$ cat config.mk
export PLATFORM = sky130hd
export DESIGN_NAME = reg_file_sb
export DESIGN_NICKNAME = d
export VERILOG_FILES = /design/src/rtl/reg_file_sb.sv
export SDC_FILE = /design/constraint.sdc
export NUM_CORES = 2
export LEC_CHECK = 0
export BUFFER_PORTS_ARGS = -buffer_cell sky130_fd_sc_hd__buf_2
export CORE_ASPECT_RATIO = 0.6
export CORE_MARGIN = 8
export CORE_UTILIZATION = 41
export CTS_CLUSTER_SIZE = 28
export DETAILED_ROUTE_END_ITERATION = 10
export SETUP_SLACK_MARGIN = 0.2
export SLEW_MARGIN = 20
export SYNTH_ARGS = -nofsm -noshare
export SYNTH_HDL_FRONTEND = slang
export SYNTH_SLANG_ARGS = --single-unit
$ cat constraint.sdc
create_clock -name clk -period 3.4 [get_ports clk]
set_input_delay 0.17 -clock clk [delete_from_list [all_inputs] [get_ports clk]]
set_output_delay 0.17 -clock clk [all_outputs]
set_load 0.05 [all_outputs]
$ cat src/rtl/reg_file_sb.sv
// ----------------------------------------------------------------------------
// reg_file_sb
//
// Multi-read-port integer register file with a busy scoreboard. Decode reads
// NUM_RD operands and their busy flags and marks a destination busy on issue.
// Writeback writes the result and clears the busy flag. Register 0 always
// reads as zero and is never busy.
//
// Optional feature (compile-time macro RF_WB_BYPASS_EN):
//   defined     -> write-through forwarding. A read port addressing the
//                  register being written this cycle sees wdata and the
//                  post-writeback busy state in the same cycle.
//   not defined -> read ports reflect registered state only.
//
// Ports
//   clk          in   1               clock, rising edge
//   reset        in   1               synchronous, active-high reset
//   rd_addr      in   NUM_RD*AW       read addresses, port i = [i*AW +: AW]
//   rd_data      out  NUM_RD*DATA_W   read data, port i = [i*DATA_W +: DATA_W]
//   rd_busy      out  NUM_RD          pending-writer flag per read port
//   reg_write    in   1               writeback strobe
//   waddr        in   AW              writeback address
//   wdata        in   DATA_W          writeback data
//   issue_valid  in   1               decode issues an instruction with a dest
//   issue_rd     in   AW              destination to mark busy
//   flush        in   1               clear all busy flags (data unaffected)
// ----------------------------------------------------------------------------
module reg_file_sb #(
    parameter int DATA_W   = 32,
    parameter int NUM_REGS = 32,
    parameter int NUM_RD   = 2,
    parameter int AW       = $clog2(NUM_REGS)
) (
    input  logic                     clk,
    input  logic                     reset,
    input  logic [NUM_RD*AW-1:0]     rd_addr,
    output logic [NUM_RD*DATA_W-1:0] rd_data,
    output logic [NUM_RD-1:0]        rd_busy,
    input  logic                     reg_write,
    input  logic [AW-1:0]            waddr,
    input  logic [DATA_W-1:0]        wdata,
    input  logic                     issue_valid,
    input  logic [AW-1:0]            issue_rd,
    input  logic                     flush
);

    logic [DATA_W-1:0]   regs [NUM_REGS];
    logic [NUM_REGS-1:0] busy;
    logic [NUM_REGS-1:0] busy_next;
    logic                wr_en;

    // Writes to register 0 are dropped so its storage never leaves zero.
    assign wr_en = reg_write && (waddr != '0);

    // Scoreboard next state. Issue has priority over flush and writeback:
    // a same-cycle writeback belongs to the previous producer, while the
    // newly issued instruction still has to be tracked.
    always_comb begin
        busy_next = busy;
        for (int r = 1; r < NUM_REGS; r++) begin
            if (issue_valid && (issue_rd == AW'(r))) begin
                busy_next[r] = 1'b1;
            end else if (flush) begin
                busy_next[r] = 1'b0;
            end else if (reg_write && (waddr == AW'(r))) begin
                busy_next[r] = 1'b0;
            end
        end
        busy_next[0] = 1'b0;
    end

    always_ff @(posedge clk) begin
        if (reset) begin
            for (int r = 0; r < NUM_REGS; r++) begin
                regs[r] <= '0;
            end
            busy <= '0;
        end else begin
            if (wr_en) begin
                regs[waddr] <= wdata;
            end
            busy <= busy_next;
        end
    end

    // Independent combinational read ports; any number may alias.
    for (genvar i = 0; i < NUM_RD; i++) begin : g_rd
        logic [AW-1:0]     addr;
        logic [DATA_W-1:0] data;
        logic              bsy;

        assign addr = rd_addr[i*AW +: AW];

        always_comb begin
            data = regs[addr];
            bsy  = busy[addr];
`ifdef RF_WB_BYPASS_EN
            // Forward the writeback. The register stays busy only if the
            // same register is re-issued in this cycle.
            if (wr_en && (addr == waddr)) begin
                data = wdata;
                bsy  = issue_valid && (issue_rd == waddr);
            end
`endif
            if (addr == '0) begin
                data = '0;
                bsy  = 1'b0;
            end
        end

        assign rd_data[i*DATA_W +: DATA_W] = data;
        assign rd_busy[i]                  = bsy;
    end

endmodule
==> After elaboration in Yosys (flattened, before gate mapping) <==
Memories as Yosys holds them, arrays and structs flattened.
Cells that the tools add are included.
{ "totals": {"register_bits": 32, "latchBits": 0, "mem_bits_rw": 1024, "mem_bits_ro": 0, "n_memories": 1} }
{ "classes": {"add_sub_neg": 0, "n_mul": 0, "n_div": 0, "n_lt_le_gt_ge": 2, "n_eq_ne": 62, "n_shift": 0, "muxes": 109, "bitwise": 0, "n_reduce_logical": 98} }
{ "mem_list": {"columns": ["name", "depth", "word_bits", "rd", "rd_clocked_by_memory_dff", "write_ports", "line_no", "source"], "rows": [
  ["regs", 32, 32, 2, 0, 32, "47", "logic [DATA_W-1:0] regs [NUM_REGS];"]
]} }
{ "ops": {"columns": ["op", "count"], "rows": [
  ["== test 5 bit, second input constant", 32],
  ["2-to-1 mux 1 bit", 103],
  ["2-to-1 mux 32 bit", 3],
  ["nonzero test 3 bit", 31],
  ["== test 5 x 4 -> 1 bit, second input constant", 16],
  ["logical AND 1 bit", 63],
  ["== test 5 x 3 -> 1 bit, second input constant", 8],
  ["OR reduction 32 bit", 1],
  ["== test 5 x 2 -> 1 bit, second input constant", 4],
  ["less-than comparator 5 x 6 -> 1 bit, second input constant", 2],
  ["binary-select mux 1 bit (select 5 bit)", 2],
  ["== test 5 x 1 -> 1 bit, second input constant", 2],
  ["zero test 5 bit", 2],
  ["2-to-1 mux 5 bit", 1],
  ["nonzero test 5 bit", 1]
]} }

==> Depth between registers and ports, before layout <==
{ "depth": {"word_depth": 7, "mapped_depth": 9} }

==> Least setup slack after synthesis <==
OpenSTA, ideal clock, no wires.
{ "synth_path": {"path_kind": "in2reg", "startpoint": "in waddr[1]", "endpoint": "mem regs[30][0] (enable)", "t_arrival_ns": 2.420, "setup_slack_ns": 0.552, "path_stages": 5, "path_buffers": 2, "cell_sequence": "clkbuf_1 > nor2b_1 > buf_2 > nand3_1 > o21bai_1"} }
{ "synth_rtl": {"columns": ["element", "line_no", "source"], "rows": [
  ["from (decl)", "40", "input logic [AW-1:0] waddr,"],
  ["to (decl)", "47", null]
]} }

==> flow_metrics.env <==
export IMPL_rows=105
export IMPL_fin_crit_sh=0.923
export IMPL_path_cells="mux4_2 > mux2_2 > a221oi_1 > a221oi_1 > buf_2"
export IMPL_antenna_found_initial=22
export IMPL_hp_class="in2reg"
export IMPL_yosysWarnings=0
export IMPL_synth_common_cells="1024 x edfxtp_1, 995 x and2_1, 488 x mux4_2, 300 x clkbuf_1, 200 x mux2i_1"
export IMPL_period_minus_slack_ns=3.14
export IMPL_drive_gt1_frac=0.288
export IMPL_wirelength_met1_microns=80000
export IMPL_cts_setup_buffers=0
export IMPL_gr_total_overflow=0
export IMPL_p_total_mw=31.5
export IMPL_fin_setup_tns_ns=0
export IMPL_synth_seq_area_share=0.557
export IMPL_avgSynthCellArea_sq_um=15.3
export IMPL_synth_edf_count=1024
export IMPL_chipWidth_microns=494
export IMPL_clkLatencyLatePin_ns=0.73
export IMPL_synthCells=3692
export IMPL_drv_cap=0
export IMPL_wl_met2_microns=86000
export IMPL_hp_start="waddr[0]"
export IMPL_drc_errors=0
export IMPL_crit_required_ns=3.23
export IMPL_clock_fmax_mhz=319
export IMPL_grt_max_degree=68
export IMPL_place_gp_congestion=0.866
export IMPL_viasPerCell=6.35
export IMPL_htreeDepth=3
export IMPL_post_route_util=0.468
export IMPL_drtIter0Drc=5564
export IMPL_yosys_register_bits=1055
export IMPL_vdd_drop_max_uv=418
export IMPL_cts_root_buf="clkbuf_16"
export IMPL_whs_endpoint="busy[19]$_SDFFE_PP0P_"
export IMPL_r2r_start="busy[28]$_SDFFE_PP0P_"
export IMPL_skew_ns=0
export IMPL_routedWlPerCell_microns=34.9
export IMPL_status="complete, no violations"
export IMPL_synth_top_area_frac=0.546
export IMPL_totalWireLength_microns=198000
export IMPL_crit_buf_inv=1
export IMPL_critPathMaxStageDelay_ns=0.64
export IMPL_end_kind="primary output"
export IMPL_slew_headroom=0.282
export IMPL_yosys_most_used_dff="edfxtp_1"
export IMPL_whs_path_depth=4
export IMPL_port_buffers=122
export IMPL_setup_viol=0
export IMPL_place_hpwl_microns=121000
export IMPL_start_kind="flop"
export IMPL_cpMostUsedCell="a221oi_1"
export IMPL_leakage_nw=22.0
export IMPL_regToRegEndpoint="busy[28]$_SDFFE_PP0P_"
export IMPL_critPathTopFamily="compound AO/OA/AOI/OAI gates"
export IMPL_wl_met3_microns=24800
export IMPL_slew_viol_final=0
export IMPL_crit_arrival_ns=2.97
export IMPL_async_flop_share=0
export IMPL_path_max_fanout=2
export IMPL_grt_pass1_wl_microns=278000
export IMPL_cts_tree="built"
export IMPL_ff2ff_path_depth=3
export IMPL_nFillCells=11703
export IMPL_vias=36085
export IMPL_cts_buffers=100
export IMPL_io_pins=123
export IMPL_ant_nets=0
export IMPL_grt_setup_unrepaired="no"
export IMPL_setup_ws_ns=0.263
export IMPL_syn_cell_area_sq_um=56300
export IMPL_worst_pin_slew_ns=1.07
export IMPL_die_h_microns=303
export IMPL_yosys_cell_types_count=46
export IMPL_initial_core_util=0.413
export IMPL_fin_nets=3820
export IMPL_yosys_area_top_type="edfxtp_1"
export IMPL_synth_area_top_cells="edfxtp_1 55%, mux4_2 20%, and2_1 11%"
export IMPL_pre_cts_slack_ns=0.313
export IMPL_pwr_density_cell_nw_per_um2=494
export IMPL_top_layer="met5"
export IMPL_grt_usage=0.260
export IMPL_cp_slowest_cell="a221oi_1"
export IMPL_path_class="reg2out"
export IMPL_area_growth_pct=13.4
export IMPL_whs_ns=0.0734
export IMPL_clock_sinks=1055
export IMPL_die_area_sq_um=150000
export IMPL_drt_first_pass_iters=5
export IMPL_grt_pass1_vias=35410
export IMPL_path_clk_slew_ns=0.07
export IMPL_core_area_sq_um=137000
export IMPL_yosys_cell_count_top_type="edfxtp_1"
export IMPL_clk_path_buf_depth=3
export IMPL_hold_viol_final=0
export IMPL_rrSetupSlack_ns=2.18
[stage by stage]
step | cells | cell area, sq um
global placement | 5465 | 60400
detailed placement | 5465 | 60400
finish | 5680 | 63900
floorplan | 3723 | 56400
CTS | 5667 | 63800
global route | 5669 | 63900
[flip-flops by register name (all words and copies together) (netlist names)]
register and flops:
busy 31, regs 1024
[worst min-delay path: cells and delay by family]
family	cells	cell delay [ns]
AOI/OAI and AO/OA	1	0.12
and+or+nand+nor	2	0.25
buffers and inverters	1	0.21
[repair_timing]
action,4_1_cts,5_1_grt
endpoints found under the setup margin,5,0
hold buffers,15,0
gates resized for setup,5,0
hold endpoints to repair,31,0
[logic make-up after synthesis]
group           after synthesis  synth area share
buf+inv                     411            0.0325
simple gates               1181             0.127
compound gates              293            0.0403
other cells                   1         0.0000666
mux                         751             0.243
flops                      1055             0.557
[cells in the final DEF, fill, tap and decap left out, drive strengths merged, types with 12 or more instances in the layout]
| cell type | count |
|---|---|
| dfxtp | 31 |
| clkbuf | 121 |
| and2 | 995 |
| a31oi | 33 |
| o21ai | 32 |
| nor2b | 18 |
| bufinv | 12 |
| buf | 329 |
| mux2 | 63 |
| clkinv | 46 |
| nor2 | 56 |
| a221o | 33 |
| nand2 | 43 |
| diode | 13 |
| a22oi | 33 |
| dlygate4sd3 | 15 |
| mux2i | 200 |
| o211ai | 21 |
| nand3 | 19 |
| edfxtp | 1024 |
| mux4 | 488 |
| conb | 32 |
| a221oi | 91 |
| a32oi | 12 |
| a21oi | 20 |
| or2 | 19 |
| nand2b | 15 |
[how the worst max path moves through the flow]
stage	slack, ns	endpoint	cells after the start	start
after global routing	0.22	rd_data[20]	5	regs[29][20]$_SDFFCE_PN0P_
after detailed placement	0.31	rd_data[25]	7	rd_addr[0]
final	0.26	rd_data[5]	5	regs[24][5]$_SDFFCE_PN0P_
after floorplan	0.55	regs[30][0]$_SDFFCE_PN0P_	5	waddr[1]
after global placement	0.29	rd_data[25]	7	rd_addr[0]
after CTS	0.26	rd_data[5]	5	regs[29][5]$_SDFFCE_PN0P_
[where the power goes]
group	switching [mW]	leakage, nW	total, mW	internal [mW]
clock network	5.27	1.60	11.7	6.47
logic	2.64	10.4	4.41	1.77
registers	0.433	10.0	15.4	15.0
total	8.35	22.0	31.5	23.2
[cell type report]
cell class	count	area, sq um	share of cell area
Sequential cell	1055	31400	0.491
Multi-Input combinational cell	2257	23600	0.370
Timing Repair Buffer	345	3230	0.0506
Clock buffer	120	2640	0.0413
Tap cell	1819	2280	0.0356
Clock inverter	67	664	0.0104
Antenna cell	13	32.5	0.000509
Inverter	4	20.0	0.000313
[metal layers]
| layer | global-route usage | vias to the layer above |
|---|---|---|
| met4 | 0.0893 | 4 |
| li1 | - | 14478 |
| met2 | 0.383 | 2529 |
| met3 | 0.0771 | 345 |
| met1 | 0.370 | 18729 |
| met5 | 0 | - |
(Power assumes the default switching activity.)
